===== src/rtl/switch_pkg.sv =====
// Shared definitions for the per-port egress reader (switch_port_tx).
// Contents:
//   tx_state_e   - egress FSM states (IDLE, PTR, LATCH, STREAM, DRAIN)
//   PTR_LEN_LSB/MSB - position of the frame-length field inside a descriptor
//   DEFAULT_IFG  - default inter-frame gap in clock cycles
package switch_pkg;

  typedef enum logic [2:0] {
    ST_IDLE,
    ST_PTR,
    ST_LATCH,
    ST_STREAM,
    ST_DRAIN
  } tx_state_e;

  localparam int unsigned PTR_LEN_LSB = 0;
  localparam int unsigned PTR_LEN_MSB = 10;
  localparam int unsigned DEFAULT_IFG = 12;

endpackage


===== src/rtl/switch_port_tx_if.sv =====
// Egress port bundle: pointer FIFO, data FIFO and MAC transmit signals.
//   ptr_fifo_empty / ptr_fifo_rd / ptr_fifo_dout[15:0]  descriptor FIFO
//   data_fifo_rd / data_fifo_dout[7:0]                  frame byte FIFO
//   tx_rdy / tx_sof / tx_dv / tx_dout[7:0]              MAC transmit side
// Modports: master = egress reader, slave = FIFOs + MAC.
interface switch_port_tx_if;

  logic        ptr_fifo_empty;
  logic        ptr_fifo_rd;
  logic [15:0] ptr_fifo_dout;
  logic        data_fifo_rd;
  logic [7:0]  data_fifo_dout;
  logic        tx_rdy;
  logic        tx_sof;
  logic        tx_dv;
  logic [7:0]  tx_dout;

  modport master (
    input  ptr_fifo_empty, ptr_fifo_dout, data_fifo_dout, tx_rdy,
    output ptr_fifo_rd, data_fifo_rd, tx_sof, tx_dv, tx_dout
  );

  modport slave (
    output ptr_fifo_empty, ptr_fifo_dout, data_fifo_dout, tx_rdy,
    input  ptr_fifo_rd, data_fifo_rd, tx_sof, tx_dv, tx_dout
  );

endinterface


===== src/rtl/switch_port_tx_stats.sv =====
// Transmit statistics counters for one egress port (built only with TX_STATS_EN).
// Ports:
//   clk, rstn     clock, asynchronous active-low reset
//   sof           first byte of a frame is on the MAC interface this cycle
//   frame_len     length of the frame currently being transmitted
//   drop          a zero-length descriptor is being discarded this cycle
//   frame_cnt     frames transmitted (wraps)
//   byte_cnt      bytes transmitted (wraps)
//   drop_cnt      zero-length descriptors discarded (wraps)
module switch_port_tx_stats #(
  parameter int unsigned LEN_W = 11
) (
  input  logic             clk,
  input  logic             rstn,
  input  logic             sof,
  input  logic [LEN_W-1:0] frame_len,
  input  logic             drop,
  output logic [31:0]      frame_cnt,
  output logic [31:0]      byte_cnt,
  output logic [15:0]      drop_cnt
);

  logic [31:0] frame_cnt_q, frame_cnt_d;
  logic [31:0] byte_cnt_q,  byte_cnt_d;
  logic [15:0] drop_cnt_q,  drop_cnt_d;

  always_comb begin
    frame_cnt_d = frame_cnt_q;
    byte_cnt_d  = byte_cnt_q;
    drop_cnt_d  = drop_cnt_q;
    if (sof) begin
      frame_cnt_d = frame_cnt_q + 32'd1;
      byte_cnt_d  = byte_cnt_q + 32'(frame_len);
    end
    if (drop) begin
      drop_cnt_d = drop_cnt_q + 16'd1;
    end
  end

  always_ff @(posedge clk or negedge rstn) begin
    if (!rstn) begin
      frame_cnt_q <= '0;
      byte_cnt_q  <= '0;
      drop_cnt_q  <= '0;
    end else begin
      frame_cnt_q <= frame_cnt_d;
      byte_cnt_q  <= byte_cnt_d;
      drop_cnt_q  <= drop_cnt_d;
    end
  end

  assign frame_cnt = frame_cnt_q;
  assign byte_cnt  = byte_cnt_q;
  assign drop_cnt  = drop_cnt_q;

endmodule


===== src/rtl/switch_port_tx.sv =====
// Per-port egress reader: pops frame descriptors from the pointer FIFO and
// replays each frame from the data FIFO as a contiguous sof/dv/dout byte
// stream toward the MAC, enforcing an inter-frame gap and discarding
// zero-length descriptors.
// Ports:
//   clk, rstn       interface clock, asynchronous active-low reset
//   port_if         FIFO + MAC bundle (master side)
//   tx_busy         high while a frame is in flight or the gap is running
//   tx_frame_cnt    frames transmitted        (TX_STATS_EN, else 0)
//   tx_byte_cnt     bytes transmitted         (TX_STATS_EN, else 0)
//   tx_drop_cnt     zero-length drops         (TX_STATS_EN, else 0)
// Build option: define TX_STATS_EN to include the statistics counters.
module switch_port_tx
  import switch_pkg::*;
#(
  parameter int unsigned IFG_CYCLES = DEFAULT_IFG,
  parameter int unsigned LEN_W      = PTR_LEN_MSB - PTR_LEN_LSB + 1
) (
  input  logic             clk,
  input  logic             rstn,
  switch_port_tx_if.master port_if,
  output logic             tx_busy,
  output logic [31:0]      tx_frame_cnt,
  output logic [31:0]      tx_byte_cnt,
  output logic [15:0]      tx_drop_cnt
);

  localparam int unsigned GAP_W = (IFG_CYCLES < 2) ? 1 : $clog2(IFG_CYCLES + 1);

  tx_state_e        state_q, state_d;
  logic [LEN_W-1:0] rem_q, rem_d;
  logic [LEN_W-1:0] len_q, len_d;
  logic [GAP_W-1:0] gap_q, gap_d;
  logic             ptr_rd_q, ptr_rd_d;
  logic             data_rd_q, data_rd_d;
  logic             rd_pipe_q, rd_pipe_d;
  logic             first_rd_q, first_rd_d;
  logic             first_pipe_q, first_pipe_d;
  logic             tx_sof_q, tx_sof_d;
  logic             tx_dv_q, tx_dv_d;
  logic [7:0]       tx_dout_q, tx_dout_d;
  logic [LEN_W-1:0] ptr_len;
  logic             drop_pulse;

  assign ptr_len = port_if.ptr_fifo_dout[PTR_LEN_LSB +: LEN_W];

  always_comb begin
    state_d    = state_q;
    rem_d      = rem_q;
    len_d      = len_q;
    gap_d      = gap_q;
    ptr_rd_d   = 1'b0;
    data_rd_d  = data_rd_q;
    first_rd_d = 1'b0;
    drop_pulse = 1'b0;

    case (state_q)
      ST_IDLE: begin
        if (gap_q != '0) begin
          gap_d = gap_q - GAP_W'(1);
        end else if (!port_if.ptr_fifo_empty && port_if.tx_rdy) begin
          ptr_rd_d = 1'b1;
          state_d  = ST_PTR;
        end
      end
      ST_PTR: begin
        state_d = ST_LATCH;
      end
      ST_LATCH: begin
        len_d = ptr_len;
        if (ptr_len == '0) begin
          drop_pulse = 1'b1;
          gap_d      = GAP_W'(IFG_CYCLES);
          state_d    = ST_IDLE;
        end else begin
          rem_d      = ptr_len;
          data_rd_d  = 1'b1;
          first_rd_d = 1'b1;
          state_d    = ST_STREAM;
        end
      end
      ST_STREAM: begin
        if (rem_q == LEN_W'(1)) begin
          data_rd_d = 1'b0;
          state_d   = ST_DRAIN;
        end else begin
          rem_d = rem_q - LEN_W'(1);
        end
      end
      ST_DRAIN: begin
        // The last byte sits in the output stage next cycle; loading the gap
        // here lets it count down starting on that last tx_dv cycle, so the
        // next pop lands exactly IFG_CYCLES+1 cycles after it.
        gap_d   = GAP_W'(IFG_CYCLES);
        state_d = ST_IDLE;
      end
      default: begin
        state_d = ST_IDLE;
      end
    endcase

    // Two-stage output pipeline: pop -> FIFO data valid -> registered tx.
    rd_pipe_d    = data_rd_q;
    first_pipe_d = first_rd_q;
    tx_dv_d      = rd_pipe_q;
    tx_sof_d     = first_pipe_q;
    tx_dout_d    = rd_pipe_q ? port_if.data_fifo_dout : '0;
  end

  always_ff @(posedge clk or negedge rstn) begin
    if (!rstn) begin
      state_q      <= ST_IDLE;
      rem_q        <= '0;
      len_q        <= '0;
      gap_q        <= '0;
      ptr_rd_q     <= 1'b0;
      data_rd_q    <= 1'b0;
      rd_pipe_q    <= 1'b0;
      first_rd_q   <= 1'b0;
      first_pipe_q <= 1'b0;
      tx_sof_q     <= 1'b0;
      tx_dv_q      <= 1'b0;
      tx_dout_q    <= '0;
    end else begin
      state_q      <= state_d;
      rem_q        <= rem_d;
      len_q        <= len_d;
      gap_q        <= gap_d;
      ptr_rd_q     <= ptr_rd_d;
      data_rd_q    <= data_rd_d;
      rd_pipe_q    <= rd_pipe_d;
      first_rd_q   <= first_rd_d;
      first_pipe_q <= first_pipe_d;
      tx_sof_q     <= tx_sof_d;
      tx_dv_q      <= tx_dv_d;
      tx_dout_q    <= tx_dout_d;
    end
  end

  assign port_if.ptr_fifo_rd  = ptr_rd_q;
  assign port_if.data_fifo_rd = data_rd_q;
  assign port_if.tx_sof       = tx_sof_q;
  assign port_if.tx_dv        = tx_dv_q;
  assign port_if.tx_dout      = tx_dout_q;
  assign tx_busy              = (state_q != ST_IDLE) || (gap_q != '0);

  // Reserved descriptor bits are deliberately ignored.
  logic rsvd_unused;

`ifdef TX_STATS_EN
  switch_port_tx_stats #(
    .LEN_W (LEN_W)
  ) u_stats (
    .clk       (clk),
    .rstn      (rstn),
    .sof       (tx_sof_q),
    .frame_len (len_q),
    .drop      (drop_pulse),
    .frame_cnt (tx_frame_cnt),
    .byte_cnt  (tx_byte_cnt),
    .drop_cnt  (tx_drop_cnt)
  );
  assign rsvd_unused = ^port_if.ptr_fifo_dout[15:LEN_W];
`else
  assign tx_frame_cnt = '0;
  assign tx_byte_cnt  = '0;
  assign tx_drop_cnt  = '0;
  assign rsvd_unused  = ^{port_if.ptr_fifo_dout[15:LEN_W], drop_pulse, len_q};
`endif

endmodule

===== src/flat_wrapper.sv =====
// flat-port wrapper written by rule: the top's interface ports become plain ports
module switch_port_tx_flat import switch_pkg::*;
#(
  parameter int unsigned IFG_CYCLES = DEFAULT_IFG,
  parameter int unsigned LEN_W      = PTR_LEN_MSB - PTR_LEN_LSB + 1
)
  (clk, rstn, tx_busy, tx_frame_cnt, tx_byte_cnt, tx_drop_cnt, port_if_ptr_fifo_empty, port_if_ptr_fifo_dout, port_if_data_fifo_dout, port_if_tx_rdy, port_if_ptr_fifo_rd, port_if_data_fifo_rd, port_if_tx_sof, port_if_tx_dv, port_if_tx_dout);
  switch_port_tx_if port_if_i ();
  input  logic clk;
  input  logic rstn;
  output logic tx_busy;
  output logic [31:0] tx_frame_cnt;
  output logic [31:0] tx_byte_cnt;
  output logic [15:0] tx_drop_cnt;
  input wire logic [$bits(port_if_i.ptr_fifo_empty)-1:0] port_if_ptr_fifo_empty;
  input wire logic [$bits(port_if_i.ptr_fifo_dout)-1:0] port_if_ptr_fifo_dout;
  input wire logic [$bits(port_if_i.data_fifo_dout)-1:0] port_if_data_fifo_dout;
  input wire logic [$bits(port_if_i.tx_rdy)-1:0] port_if_tx_rdy;
  output wire logic [$bits(port_if_i.ptr_fifo_rd)-1:0] port_if_ptr_fifo_rd;
  output wire logic [$bits(port_if_i.data_fifo_rd)-1:0] port_if_data_fifo_rd;
  output wire logic [$bits(port_if_i.tx_sof)-1:0] port_if_tx_sof;
  output wire logic [$bits(port_if_i.tx_dv)-1:0] port_if_tx_dv;
  output wire logic [$bits(port_if_i.tx_dout)-1:0] port_if_tx_dout;
  assign port_if_i.ptr_fifo_empty = port_if_ptr_fifo_empty;
  assign port_if_i.ptr_fifo_dout = port_if_ptr_fifo_dout;
  assign port_if_i.data_fifo_dout = port_if_data_fifo_dout;
  assign port_if_i.tx_rdy = port_if_tx_rdy;
  assign port_if_ptr_fifo_rd = port_if_i.ptr_fifo_rd;
  assign port_if_data_fifo_rd = port_if_i.data_fifo_rd;
  assign port_if_tx_sof = port_if_i.tx_sof;
  assign port_if_tx_dv = port_if_i.tx_dv;
  assign port_if_tx_dout = port_if_i.tx_dout;
  switch_port_tx #(.IFG_CYCLES(IFG_CYCLES), .LEN_W(LEN_W)) u_core (.clk(clk), .rstn(rstn), .port_if(port_if_i), .tx_busy(tx_busy), .tx_frame_cnt(tx_frame_cnt), .tx_byte_cnt(tx_byte_cnt), .tx_drop_cnt(tx_drop_cnt));
endmodule

===== config.mk =====
export PLATFORM = sky130hd
export DESIGN_NAME = switch_port_tx_flat
export DESIGN_NICKNAME = d
export VERILOG_FILES = /design/src/rtl/switch_pkg.sv /design/src/rtl/switch_port_tx_if.sv /design/src/rtl/switch_port_tx_stats.sv /design/src/rtl/switch_port_tx.sv /design/src/flat_wrapper.sv
export SDC_FILE = /design/constraint.sdc
export NUM_CORES = 1
export LEC_CHECK = 0
export CORE_MARGIN = 1.5
export CORE_UTILIZATION = 42
export DETAILED_ROUTE_END_ITERATION = 10
export PLACE_DENSITY = 0.86
export SYNTH_ARGS = -nofsm -noshare
export SYNTH_HDL_FRONTEND = slang
export SYNTH_SLANG_ARGS = --single-unit

===== constraint.sdc =====
create_clock -name clk -period 4.7 [get_ports clk]
set_input_delay 0.705 -clock clk [delete_from_list [all_inputs] [get_ports clk]]
set_output_delay 0.705 -clock clk [all_outputs]
set_load 0.05 [all_outputs]

Yosys cells after proc, flatten, opt, wreduce, memory -nomap -nowiden:

Index checks and enable logic that the tools add are counted.

* $add $sub $neg: 2
* eq/ne operators: 12
* multiplexer cells: 20
* reduce and logical (&&, ||, !) cells: 13

Operator list (number)
* $mux W11: 2
* $pmux W11 S2: 1
* $pmux W3 S4: 1
* $pmux W4 S3: 1
* $reduce_and A3 Y1: 4
* $eq A11 B1 Y1 const B: 1
* $logic_not A11 Y1: 1
* $sub A11 B1 Y11 const B: 1
* $mux W3: 3
* $mux W4: 2
* $mux W8: 1
* $ne A2 B1 Y1 const B: 4
* $mux W1: 7
* $eq A3 B2 Y1 const B: 2
* $ne A2 B2 Y1 const B: 3
* $reduce_bool A3 Y1: 2
* $reduce_bool A4 Y1: 1
* $sub A4 B1 Y4 const B: 1
* $eq A3 B1 Y1 const B: 1
* $eq A3 B3 Y1 const B: 1
* $logic_not A3 Y1: 1
* $mux W2: 1
* $pmux W1 S2: 1
* $reduce_bool A2 Y1: 1
* other kinds (3): 3

* register bits: 33
* bits of input ports: 28
* output and inout port bits: 93
* word-level logic and storage cells: 58

Logic depth before layout (Yosys ltp):

* depth in word-level cells: 5
* mapped depth: 7
* mapped depth without buffers: 7

Worst setup path after synthesis:

No wires, ideal clock.

* kind: input to register
* start: in port_if_ptr_fifo_dout[1]
* end: reg u_core.gap_q[0]
* setup time: 0.128 ns
* data arrival time: 1.938 ns
* data required time: 4.572 ns
* setup slack: 2.635 ns
* cell stages on the path: 5
* buffers on the path: 0
* cell sequence: nor4_1 > nand3_1 > o21a_1 > a211oi_4 > mux2_1

* cells in the longest elaborated chain, start to end: 3

RTL lines
* from (decl): RTL line flat_wrapper.sv:16 `input wire logic [$bits(port_if_i.ptr_fifo_dout)-1:0] port_if_ptr_fifo_dout;`
* $logic_not A11 Y1: RTL line switch_port_tx.sv:71 `if (ptr_len == '0) begin`
* $ne A2 B1 Y1 (no line)
* $reduce_and A3 Y1 (no line)
* to (signal assigned): RTL line switch_port_tx.sv:128 `gap_q <= gap_d;`
* to (decl): RTL line switch_port_tx.sv:33 `logic [GAP_W-1:0] gap_q, gap_d;`

No other way between the ends.
A chain may end at the register's enable or synchronous reset.

Worst setup path in the final report:

* start: reg u_core.gap_q[0]
* end: out tx_busy

* cells in the longest elaborated chain, start to end: 2

RTL lines
* $reduce_bool A4 Y1: RTL line switch_port_tx.sv:145 `assign tx_busy = (state_q != ST_IDLE) || (gap_q != '0);`
* $logic_or A1 B1 Y1: RTL line switch_port_tx.sv:145
* to (decl): RTL line flat_wrapper.sv:11 `output logic tx_busy;`

No other way between the ends.

==> metrics.cfg <==
[worst_hold_path]
hold_path_depth=0
hold_start=u_core.first_pipe_q
hold_end=u_core.port_if.tx_sof
hp-class=register to register

[cts]
clkSlewWorstSetupHoldPaths_ps=70
numCtsBuffers=5
htreeDepth=2
cts_resized=0
postCtsSetupBuffers=0
cts_tree=done
cts_hold_buf=0
cts_buffer_depth=2
clock_sinks=33
insertion_delay_ps=290
root_buffer=clkbuf_8

[yosys]
synthCells=238
synthFlopType=dfrtp_1
ys_ff_latch=33
synth.avg_cell_area_um2=9.216
yosysWarnings=0
netlist_area_mm2=0.002193
seq_area_frac_synth_pct=37.65
synth_edf_count=0
synthArstFlopShare_pct=100.0
yosys.cell_types.count=43

[timing]
slew_headroom_pct=66.04
clock.fmax_mhz=350.8
setup_violations=0
skew_ps=5.906
rsz0062_at_grt=no
period_share_pct=60.65
drv_slew=0
tightest_slew_ps=507.8
hold_violations=0
setup_tns_ps=0
layout_setup_ws_ps=1849
fin_crit_ps=2851

[critical_path]
cp-start-kind=register
end_kind=output pin
worst_ep_required_time_ps=3990
r2r_end=u_core.rem_q[4]
critPathMaxFanout=4
rr_worst_depth=7
worst_r2r_startpoint=u_core.rem_q[1]
r2r_setup_slack_ps=2530
critical_path_class=register to output pin
critPathArrivalTime_ps=2150

[finish]
final_common_cell=conb_1
post-route-util_pct=47.26
layout-drive-gt1-share_pct=5.435
nNetsFinal=307
layout_common_cells=conb_1, clkdlybuf4s50_1, dfrtp_1
syn_to_final_growth_pct=9.355
final_area_mm2=0.002399
num_antenna_cells=0

[detailed_routing]
drc=0
via_count=1541
wl_um=3998
ant_nets=0
wl_per_cell_um=11.55
initialDrtViolationCount=161
viasPerCell=4.454
drtPass1Iterations=4

[pwr]
worst_ir_drop_vdd_mv=0.1328
clockPowerShare_pct=30.9
p_seq_share_pct=41.8
intPower_uw=413.9
pwr_density_cell_mw_per_mm2=287.3
p_leak_nw=1.094
p_switching_uw=275.2
switching_share_pct=39.94
combPwrFrac_pct=27.3

[die]
die_width_um=75.27
die-area_mm2=0.005665
ios=121
die_height_um=75.27
start_util_pct=43.22
fp.coreArea_mm2=0.005075
rows=26

[placement]
pre_cts_ws_ps=1947
gpl.final_weighted_congestion=0.8927
place_area_mm2=0.002312
hpwlAfterDp_um=3004
io_buffers=35

[flow_run]
max-cap-violations=0

[global_route]
overflow=0
grt_most_used_layer=met2
grt_use_total_pct=13.92
met1_usage_pct=15.15
antenna_found_initial=0
grt_max_degree=34
met3_usage_pct=4.284
grtUsageMet2_pct=25.07
grt_pass1_wl_um=5940
grt_pass1_vias=1290

[run_status]
status=finished, final reports clean

per-layer routing:
metal / wire length [um] / up-vias / part of all wire [%]
met4: 51 / 0 / 1.3
met3: 444 / 5 / 11
met1: 1551 / 714 / 39
met5: 0 / - / 0
met2: 1950 / 101 / 49
li1: - / 721 / -
stage by stage:
| step | total power [mW] | hold slack [ps] | instances |
|---|---|---|---|
| 2_1_floorplan | 0.5000 | 331.2 | 317 |
| 3_3_place_gp | 0.4802 | 333.2 | 338 |
| 3_5_place_dp | 0.4809 | 350.4 | 338 |
| 4_1_cts | 0.6928 | 371.5 | 346 |
| 5_1_grt | 0.7137 | 375.1 | 346 |
| 6_report | 0.6891 | 371.2 | 346 |
cells in the mapped netlist (2+ instances only):
cell type | instances | area share (%)
dfrtp_1 | 33 | 38
buf_4 | 80 | 27
nor4_1 | 2 | 0.57
inv_1 | 6 | 1.0
nand3_1 | 7 | 1.6
a2bb2oi_1 | 2 | 0.80
a211oi_1 | 2 | 0.68
and2_1 | 9 | 2.6
nor2_1 | 18 | 3.1
ha_1 | 4 | 2.3
a21oi_1 | 7 | 1.6
and3_1 | 2 | 0.57
nor3b_1 | 2 | 0.68
nand3b_1 | 2 | 0.68
clkbuf_1 | 2 | 0.34
o21a_1 | 2 | 0.68
buf_2 | 3 | 0.68
a221oi_1 | 2 | 0.80
o22a_1 | 2 | 0.80
mux2_1 | 2 | 1.0
a31oi_1 | 3 | 0.86
o21ai_0 | 11 | 2.5
nand2_1 | 10 | 1.7
nor3_1 | 6 | 1.4
power groups by stage:
stage | logic [mW] | clock network (mW) | registers, mW
after floorplan | 0.193 | 0 | 0.307
after global placement | 0.187 | 0 | 0.293
after detailed placement | 0.187 | 0 | 0.294
after CTS | 0.188 | 0.217 | 0.288
after global routing | 0.197 | 0.229 | 0.288
final | 0.188 | 0.213 | 0.288
flip-flops by register name, summed over array words and instances, names as in the netlist:
name                         count
u_core.port_if.tx_dv             1
u_core.rem_q                    11
u_core.state_q                   3
u_core.port_if.data_fifo_rd      1
u_core.port_if.tx_dout           8
u_core.port_if.tx_sof            1
u_core.first_pipe_q              1
u_core.port_if.ptr_fifo_rd       1
u_core.gap_q                     4
u_core.rd_pipe_q                 1
u_core.first_pipe_d              1
kinds of logic after synthesis:
family	share of synthesized area, %
other	0.1710
AND/OR/NAND/NOR	16.71
adder cells (fa/ha/maj)	2.282
buffers and inverters	29.61
flip-flops	37.65
multiplexers	1.027
AO/OA/AOI/OAI	12.55
worst max-delay path by stage:
stage	startpoint	to	slack, ps	cells past startpoint
2_1_floorplan	port_if_ptr_fifo_dout[1]	u_core.gap_q[0]	2630	5
3_3_place_gp	port_if_ptr_fifo_dout[1]	u_core.gap_q[1]	1960	6
3_5_place_dp	port_if_ptr_fifo_dout[1]	u_core.gap_q[0]	1950	6
4_1_cts	u_core.gap_q[0]	tx_busy	1840	5
5_1_grt	u_core.gap_q[0]	tx_busy	1770	5
6_report	u_core.gap_q[0]	tx_busy	1850	5
final cells by class:
type                            instances  area (um^2)
Inverter                                7        26.28
Timing Repair Buffer                   36        357.8
Tap cell                               70        87.58
Multi-Input combinational cell        192         1015
Fill cell                             493         2676
Sequential cell                        33        825.8
Clock buffer                            5        68.82
Clock inverter                          3        17.52
critical path: stages (launching register included):
cell,delay [ps]
dfrtp_1,410
inv_1,90
ha_1,140
nor4b_2,390
nand2_1,100
clkdlybuf4s50_1,720
Power figures use the tool's default switching activity.
